## src/rtl/parallel_to_serial_tx.sv

```systemverilog
// Parallel-to-serial transmitter. An 8-bit word from SW[7:0] is loaded by a
// debounced button press and sent LSB first on LEDR[0]. Each bit is advanced
// by a button press, or by a fixed-period tick when SW[9] selects auto mode.
module parallel_to_serial_tx #(
  parameter int DEBOUNCE_CYCLES = 1250000,
  parameter int STEP_CYCLES     = 125000000
) (
  input  logic       CLOCK_125_p,
  input  logic [1:0] KEY,
  input  logic [9:0] SW,
  output logic [7:0] LEDG,
  output logic [7:0] LEDR,
  output logic [6:0] HEX0
);

  localparam int DW = (DEBOUNCE_CYCLES > 1) ? $clog2(DEBOUNCE_CYCLES) : 1;
  localparam int TW = (STEP_CYCLES > 1)     ? $clog2(STEP_CYCLES)     : 1;

  typedef enum logic [1:0] {S_IDLE, S_SHIFT, S_DONE} state_t;

  logic          w_rst_n;
  logic          w_unused;
  logic [1:0]    r_sync;      // [0] first flop, [1] synchronized button level
  logic [1:0]    r_vld_pipe;  // marks when r_sync holds real samples, not reset values
  logic          r_db_level;  // debounced level, 1 = released
  logic [DW-1:0] r_db_cnt;
  logic          r_armed;     // set once a release has been seen since reset
  logic          r_press;     // one-cycle press event
  logic          r_auto;

  state_t        r_state, w_state_nxt;
  logic [7:0]    r_shift, w_shift_nxt;
  logic [2:0]    r_bitcnt, w_bitcnt_nxt;
  logic [TW-1:0] r_tick, w_tick_nxt;
  logic          w_tick_hit;
  logic          w_step;

  assign w_rst_n  = KEY[0];
  assign w_unused = SW[8];

  // Synchronize, debounce and edge-detect the step button.
  always_ff @(posedge CLOCK_125_p or negedge w_rst_n) begin
    if (!w_rst_n) begin
      r_sync     <= 2'b11;
      r_vld_pipe <= 2'b00;
      r_db_level <= 1'b1;
      r_db_cnt   <= '0;
      r_armed    <= 1'b0;
      r_press    <= 1'b0;
    end else begin
      r_sync     <= {r_sync[0], KEY[1]};
      r_vld_pipe <= {r_vld_pipe[0], 1'b1};
      r_press    <= 1'b0;
      if (!r_vld_pipe[1]) begin
        r_db_cnt <= '0;
      end else if (r_sync[1] != r_db_level) begin
        if (r_db_cnt == DW'(DEBOUNCE_CYCLES - 1)) begin
          r_db_level <= r_sync[1];
          r_db_cnt   <= '0;
          // Falling debounced level is a press; suppressed if the button was
          // already down when reset released.
          r_press    <= r_db_level & r_armed;
        end else begin
          r_db_cnt <= r_db_cnt + 1'b1;
        end
      end else begin
        r_db_cnt <= '0;
      end
      if (r_vld_pipe[1] && r_db_level && r_sync[1]) r_armed <= 1'b1;
    end
  end

  // Register the auto-mode switch so it acts from the next cycle.
  always_ff @(posedge CLOCK_125_p or negedge w_rst_n) begin
    if (!w_rst_n) r_auto <= 1'b0;
    else          r_auto <= SW[9];
  end

  // State and datapath registers.
  always_ff @(posedge CLOCK_125_p or negedge w_rst_n) begin
    if (!w_rst_n) begin
      r_state  <= S_IDLE;
      r_shift  <= '0;
      r_bitcnt <= '0;
      r_tick   <= '0;
    end else begin
      r_state  <= w_state_nxt;
      r_shift  <= w_shift_nxt;
      r_bitcnt <= w_bitcnt_nxt;
      r_tick   <= w_tick_nxt;
    end
  end

  assign w_tick_hit = (r_tick == TW'(STEP_CYCLES - 1));

  // Next-state: load on press from IDLE/DONE, step through bits in SHIFT.
  always_comb begin
    w_state_nxt  = r_state;
    w_shift_nxt  = r_shift;
    w_bitcnt_nxt = r_bitcnt;
    w_tick_nxt   = '0;
    w_step       = 1'b0;
    case (r_state)
      S_IDLE, S_DONE: begin
        if (r_press) begin
          w_state_nxt  = S_SHIFT;
          w_shift_nxt  = SW[7:0];
          w_bitcnt_nxt = '0;
        end
      end
      S_SHIFT: begin
        if (r_auto) begin
          w_step     = w_tick_hit;
          w_tick_nxt = w_tick_hit ? '0 : r_tick + 1'b1;
        end else begin
          w_step = r_press;
        end
        if (w_step) begin
          if (r_bitcnt == 3'd7) begin
            w_state_nxt = S_DONE;
          end else begin
            w_shift_nxt  = {1'b0, r_shift[7:1]};
            w_bitcnt_nxt = r_bitcnt + 1'b1;
          end
        end
      end
      default: w_state_nxt = S_IDLE;
    endcase
  end

  function automatic logic [6:0] f_hex(input logic [2:0] d);
    case (d)
      3'd0: f_hex = 7'b1000000;
      3'd1: f_hex = 7'b1111001;
      3'd2: f_hex = 7'b0100100;
      3'd3: f_hex = 7'b0110000;
      3'd4: f_hex = 7'b0011001;
      3'd5: f_hex = 7'b0010010;
      3'd6: f_hex = 7'b0000010;
      default: f_hex = 7'b1111000;
    endcase
  endfunction

  // Outputs decoded only from registered state.
  always_comb begin
    LEDG = r_shift;
    LEDR = '0;
    HEX0 = 7'b1111111;
    case (r_state)
      S_SHIFT: begin
        LEDR[0] = r_shift[0];
        LEDR[1] = 1'b1;
        HEX0    = f_hex(r_bitcnt);
      end
      S_DONE: begin
        LEDR[2] = 1'b1;
        HEX0    = 7'b0111111;
      end
      default: ;
    endcase
  end

endmodule
```

## config.mk

```make
export PLATFORM = sky130hd
export DESIGN_NAME = parallel_to_serial_tx
export DESIGN_NICKNAME = d
export VERILOG_FILES = /design/src/rtl/parallel_to_serial_tx.sv
export SDC_FILE = /design/constraint.sdc
export NUM_CORES = 1
export LEC_CHECK = 0
export CAP_MARGIN = 5
export CORE_ASPECT_RATIO = 0.9
export CORE_MARGIN = 1.5
export CORE_UTILIZATION = 40
export DETAILED_ROUTE_END_ITERATION = 10
export SLEW_MARGIN = 25
export SYNTH_ARGS = -nofsm -noshare
export SYNTH_HDL_FRONTEND = slang
export SYNTH_SLANG_ARGS = --single-unit
```

## constraint.sdc

```tcl
create_clock -name CLOCK_125_p -period 2.81 [get_ports CLOCK_125_p]
set_input_delay 0.281 -clock CLOCK_125_p [delete_from_list [all_inputs] [get_ports CLOCK_125_p]]
set_output_delay 0.281 -clock CLOCK_125_p [all_outputs]
set_load 0.02 [all_outputs]
```

==> run_results.csv, run 1 <==
group,metric,value,unit
timing,fin_crit,2.56,ns
timing,final.setup.tns,0,ns
clock_tree,cts_root_buf,"clkbuf_8",
pwr,ir_drop,0.221,mV
grt,grt-ovfl-total,0,
worst_setup_path,cpLargestDelayFamily,"buffers and inverters",
grt,grt_pass1_wl,11400,um
yosys,syn-cell-area,3610,sq um
worst_setup_path,path_cells,"inv_1, ha_1, nor3_1, a21oi_1, nor3_2, o21ai_0, clkdlybuf4s50_1",
floorplanning,dieArea,9600,sq um
final_layout,stdcell_count,532,
yosys,synth_top_area_cell,"dfrtp_1",
grt,antenna_found_initial,0,
timing,worstMarginPinSlew,0.586,ns
route,vias,2633,
timing,fmax,390,MHz
yosys,synth_edf_count,0,
placement,routabilityCongestion,0.784,
final_layout,layout-drive-gt1-share,8.72,%
worst_setup_path,cp.arrival,2.28,ns
yosys,synth_top_area_share,45.8,%
grt,grt_pass1_vias,2521,
worst_setup_path,cp_max_fo,6,
worst_setup_path,crit_slowest_cell,"clkdlybuf4s50_1",
yosys,ys_seq_elements,69,
floorplanning,dieWidth,103,um
yosys,async_flop_share,100,%
final_layout,post-route-util,49.5,%
route,detail-route-antenna-nets,0,
route,via_per_inst,4.95,
timing,maxSlewHeadroom,60.6,%
clock_tree,htree_levels,3,
yosys,synthTopCellsByArea,"dfrtp_1, xor2_1, nor2_1, ha_1, nand4_1",
clock_tree,clock_path_buffers,2,
route,route.detailed.drc,0,
yosys,synth_ff_type,"dfrtp_1",
final_layout,most-common-layout-cells,"dfrtp_1, nor2_1, xor2_1, nand2_1, clkdlybuf4s50_1",
clock_tree,cts.clk_slew.worst_paths,0.08,ns
floorplanning,initial_utilization,41.7,%
yosys,synth_cell_type_count,40,
floorplanning,die_h,93.1,um
final_layout,final_nets,434,
run_status,status,"completed",
floorplanning,num_rows,32,
clock_tree,cts_buffers,9,
grt,track_usage,15.2,%
timing,holdWs,0.348,ns
placement,dp_hpwl,4630,um
route,wl_per_cell,12.6,um
clock_tree,cts_tree,"built",
worst_hold_path,holdCritPathClass,"primary input to flop",
worst_setup_path,end_kind,"output pin",
timing,maxSlewViolCount,0,
timing,rsz0062_at_grt,"false",
placement,place_inst,514,
yosys,avgSynthCellArea,9.70,sq um
pwr,p_per_area,453,nW/um^2
placement,io_buffers,29,
route,wl,6690,um
floorplanning,coreArea,8650,sq um
grt,grt_max_degree,70,
route,drt_first_pass_iters,4,
yosys,yosysSeqAreaShare,48.0,%
yosys,syn_inst,372,
timing,hold_viol,0,
timing,final.period_utilization,91.3,%
pwr,p_leak,0.00174,uW
worst_setup_path,setup.worst_path.start_class,"flop",
clock_tree,clock-sinks,69,
final_layout,area_growth,18.8,%
clock_tree,clock_latency,0.35,ns
route,drtIter0Drc,56,
worst_setup_path,crit_type,"flop to output pin",
timing,fin_skew,0.0125,ns
worst_setup_path,critPathRequiredTime,2.53,ns
final_layout,diodes,0,
worst_setup_path,path_buf_inv,2,
final_layout,final_common_cell,"dfrtp_1",
worst_setup_path,crit_path_max_incr_delay,0.56,ns
floorplanning,io_pins,36,
yosys,yosysWarnings,0,
placement,dp_slack,0.322,ns
job,cap_violations,0,
timing,setup_violations,0,
timing,fin_ws,0.246,ns
[metal layers]
| metal | routed length (um) | track usage [%] |
|---|---|---|
| met5 | 0 | 0 |
| met3 | 285 | 3.89 |
| met4 | 107 | 6.08 |
| met1 | 3270 | 19.6 |
| met2 | 3020 | 24.2 |
[through the flow]
stage / area [sq um] / power [uW]
after floorplan: 3620 / 1040
after global placement: 4030 / 1080
after detailed placement: 4030 / 1080
after CTS: 4260 / 1970
after global routing: 4280 / 2020
final: 4280 / 1940
[power by group]
part	internal, uW	leakage (uW)	switching, uW	total [uW]
Sequential	999	0.000909	3.98	1000
Clock	500	0.000110	378	877
Combinational	22.3	0.000720	36.4	58.7
[logic make-up after synthesis]
logic type | Yosys count | synth area share [%]
AO/OA/AOI/OAI | 37 | 6.80
XOR/XNOR | 45 | 10.9
adder cells (fa/ha/maj) | 13 | 4.51
buffers and inverters | 30 | 4.13
flip-flops | 69 | 48.0
multiplexers | 12 | 3.43
other | 2 | 0.208
AND/OR/NAND/NOR | 164 | 22.0
[Yosys cell counts (3+ instances only)]
cell type  instances
and4_1             3
xnor2_1            9
ha_1              13
nor2_1            63
o21ai_0            6
and3_1             7
nor4_1             5
a21oi_1           20
and2_1             3
nand3_1           16
mux2_2             3
nor2b_1            3
clkbuf_1           7
dfrtp_1           66
buf_4              7
nand4_1           18
mux2i_1            9
inv_1             13
nand2_1           29
xor2_1            36
nor3_1             7
dfstp_2            3
[registers in the layout (all words and copies together), names as in the netlist, 2 cells and up]
signal      count
r_tick         27
r_db_cnt       21
r_sync          2
r_state         2
r_vld_pipe      2
r_bitcnt        3
LEDG            8
[worst paths after layout]
path / start / to / slack [ns] / cells after the start
worst max-delay path: r_bitcnt[0] / HEX0[0] / 0.25 / 7
worst min-delay path: KEY[1] / r_sync[0] / 0.35 / 1
worst max register to register: r_tick[13] / r_state[0] / 0.43 / 5
worst min register to register: r_vld_pipe[0] / r_vld_pipe[1] / 0.35 / 0
max in group asynchronous: KEY[0] / r_db_level / 2.01 / 3
min in group asynchronous: KEY[0] / r_tick[14] / 0.49 / 3
[what timing repair did]
action,4_1_cts,5_1_grt
resized for setup,1,5
pin swaps,0,0
hold buffers,1,0
hold endpoints to repair,66,0
buffers inserted,0,1
endpoints found under the setup margin,4,5
[final cells by class]
class	instances	area [sq um]
well taps	119	149
repair buffers	38	390
clock buffers	10	128
fillers	829	4360
multi-input cells	277	1750
flip-flops and latches	69	1730
clock inverters	6	87.6
inverters	13	48.8
No activity file was read; power rests on OpenSTA's default activity.
==> run 2, diff against run 1 <==
--- a/config.mk
+++ b/config.mk
@@ -5,11 +5,13 @@
 export SDC_FILE = /design/constraint.sdc
 export NUM_CORES = 1
 export LEC_CHECK = 0
-export CAP_MARGIN = 5
+export CAP_MARGIN = 0
 export CORE_ASPECT_RATIO = 0.9
 export CORE_MARGIN = 1.5
-export CORE_UTILIZATION = 40
+export CORE_UTILIZATION = 57
+export CTS_CLUSTER_DIAMETER = 80
 export DETAILED_ROUTE_END_ITERATION = 10
+export PLACE_DENSITY = 0.8
 export SLEW_MARGIN = 25
 export SYNTH_ARGS = -nofsm -noshare
 export SYNTH_HDL_FRONTEND = slang
==> run 2 against run 1 <==
Compared with the run above:
- clock power down 10%
- global-route usage rose by 7.6 points
- final cell count fell by 5.5%
- power decreased by 4.6%
- final area is 1.5% lower
- fmax fell by 2.1%
- via count is 2.8% higher
- largest cell class unchanged
==> run_results.csv, run 2 (same netlist as run 1, synthesis figures left out) <==
group,metric,value,unit
run_status,status,"completed",
grt,grt_max_degree,47,
pwr,comb_power_share,3.1,%
worst_setup_path,cp_max_fo,6,
final_layout,layout-drive-gt1-share,9.38,%
final_layout,final_nets,437,
grt,antenna_found_initial,0,
floorplanning,num_rows,27,
timing,hold_viol,0,
pwr,ir_drop,0.323,mV
timing,maxSlewHeadroom,63.0,%
pwr,seqPwrFrac,54.2,%
worst_setup_path,crit_start,"r_bitcnt[0]",
worst_setup_path,cp.arrival,2.34,ns
floorplanning,die_h,78.5,um
placement,routabilityCongestion,0.864,
route,detail-route-antenna-nets,0,
placement,place_area,3980,sq um
worst_setup_path,path_cells,"inv_1, ha_1, nor3_1, a21oi_1, nor3_2, o21ai_0, clkdlybuf4s50_1",
timing,final.setup.tns,0,ns
final_layout,final_common_cell,"dfrtp_1",
pwr,power_switching,397,uW
placement,dp_hpwl,4810,um
job,cap_violations,0,
floorplanning,io_pins,36,
route,drt_first_pass_iters,4,
route,wl_per_cell,14.0,um
pwr,p_leak,0.00172,uW
final_layout,design_area,4220,sq um
timing,fmax,382,MHz
worst_setup_path,setup.worst_path.start_class,"flop",
route,wl,7070,um
grt,track_usage,22.7,%
clock_tree,cts_buffers,9,
final_layout,largest_register,"r_tick",
timing,setup_violations,0,
worst_setup_path,crit_path_end,"HEX0[0]",
final_layout,area_growth,16.9,%
clock_tree,clock_path_buffers,2,
route,drtIter0Drc,121,
timing,final.period_utilization,93.2,%
timing,fin_crit,2.62,ns
final_layout,largest_reg_flops,27,
timing,fin_skew,0.00673,ns
grt,grt-ovfl-total,0,
route,top_layer_used,"met4",
worst_setup_path,critPathRequiredTime,2.53,ns
pwr,clockPowerShare,42.6,%
worst_setup_path,crit_path_max_incr_delay,0.55,ns
worst_hold_path,holdCritStartpoint,"r_vld_pipe[0]",
clock_tree,cts_root_buf,"clkbuf_8",
clock_tree,cts_tree,"built",
grt,grt_pass1_wl,12200,um
placement,io_buffers,29,
final_layout,most-common-layout-cells,"dfrtp_1, nor2_1, xor2_1, nand2_1, clkdlybuf4s50_1",
grt,grt_pass1_vias,2678,
worst_setup_path,crit_type,"flop to output pin",
clock_tree,clock_latency,0.33,ns
floorplanning,coreArea,6110,sq um
worst_setup_path,worst-r2r-setup-slack,0.44,ns
route,via_per_inst,5.38,
worst_hold_path,holdCritPathClass,"flop to flop",
floorplanning,initial_utilization,59.0,%
floorplanning,dieWidth,86.9,um
worst_setup_path,crit_slowest_cell,"clkdlybuf4s50_1",
placement,place_inst,484,
clock_tree,htree_levels,3,
pwr,sw_frac_of_total,21.5,%
timing,rsz0062_at_grt,"false",
timing,holdWs,0.352,ns
clock_tree,clock-sinks,69,
worst_setup_path,r2r_start,"r_tick[13]",
route,wl_met2,3410,um
pwr,p_per_area,438,nW/um^2
worst_setup_path,end_kind,"output pin",
route,vias,2708,
clock_tree,cts.clk_slew.worst_paths,0.07,ns
final_layout,stdcell_count,503,
worst_setup_path,r2r-end,"r_bitcnt[2]",
final_layout,diodes,0,
pwr,p_int,1450,uW
floorplanning,dieArea,6820,sq um
route,wl_met1,3300,um
route,wl_met3,256,um
timing,worstMarginPinSlew,0.555,ns
timing,maxSlewViolCount,0,
route,route.detailed.drc,0,
worst_setup_path,reg2reg_depth,5,
-- run 2: timing repair --
item	CTS	global route
gates resized for setup	2	5
hold buffers	0	1
buffers inserted	0	2
setup endpoints to repair	5	3
pin swaps	0	1
hold endpoints to repair	0	41
-- run 2: critical path: cells and delay by family, from the launching register on --
family                   cells  cell delay [ns]
AND/OR/NAND/NOR              2             0.46
AO/OA/AOI/OAI                2             0.21
adder cells (fa/ha/maj)      1             0.25
buffers and inverters        2             0.67
flip-flops                   1             0.42
-- run 2: area by class of cell --
type                       count  area, sq um
clock buffer                  12          145
clock inverter                 4         47.5
fill                         481         1900
inverter                      13         48.8
multi-input combinational    277         1750
sequential                    69         1730
tap                           87          109
timing repair buffer          41          387
-- run 2: layer usage --
layer  track usage [%]  vias to the layer above
met3              7.05                       11
li1                  -                     1339
met1              30.5                     1309
met5                 0                        -
met4              6.45                        0
met2              35.6                       49
-- run 2: how the worst min path moves through the flow --
| stage | slack [ns] | endpoint | depth (start not counted) |
|---|---|---|---|
| detailed placement | 0.33 | r_vld_pipe[1] | 0 |
| global placement | 0.33 | r_vld_pipe[1] | 0 |
| global route | 0.35 | r_sync[0] | 1 |
| floorplan | -0.01 | LEDG[0] | 0 |
| finish | 0.35 | r_vld_pipe[1] | 0 |
| CTS | 0.13 | r_db_cnt[13] | 1 |
-- run 2: through the flow --
| step | utilization (%) | power [uW] | setup slack [ns] |
|---|---|---|---|
| 4_1_cts | 68.4 | 1860 | 0.00392 |
| 5_1_grt | 69.0 | 1920 | 0.0921 |
| 3_5_place_dp | 65.2 | 1080 | 0.291 |
| 3_3_place_gp | 65.2 | 1080 | 0.396 |
| 6_report | 69.0 | 1850 | 0.192 |
| 2_1_floorplan | - | 1040 | 0.578 |
-- run 2: power groups by stage --
stage	Combinational [uW]	Clock [uW]	Sequential [uW]
after detailed placement	57.6	0	1020
after floorplan	23.1	0	1020
final	57.6	788	1000
after CTS	57.8	804	1000
after global routing	65.0	852	1000
after global placement	56.0	0	1020
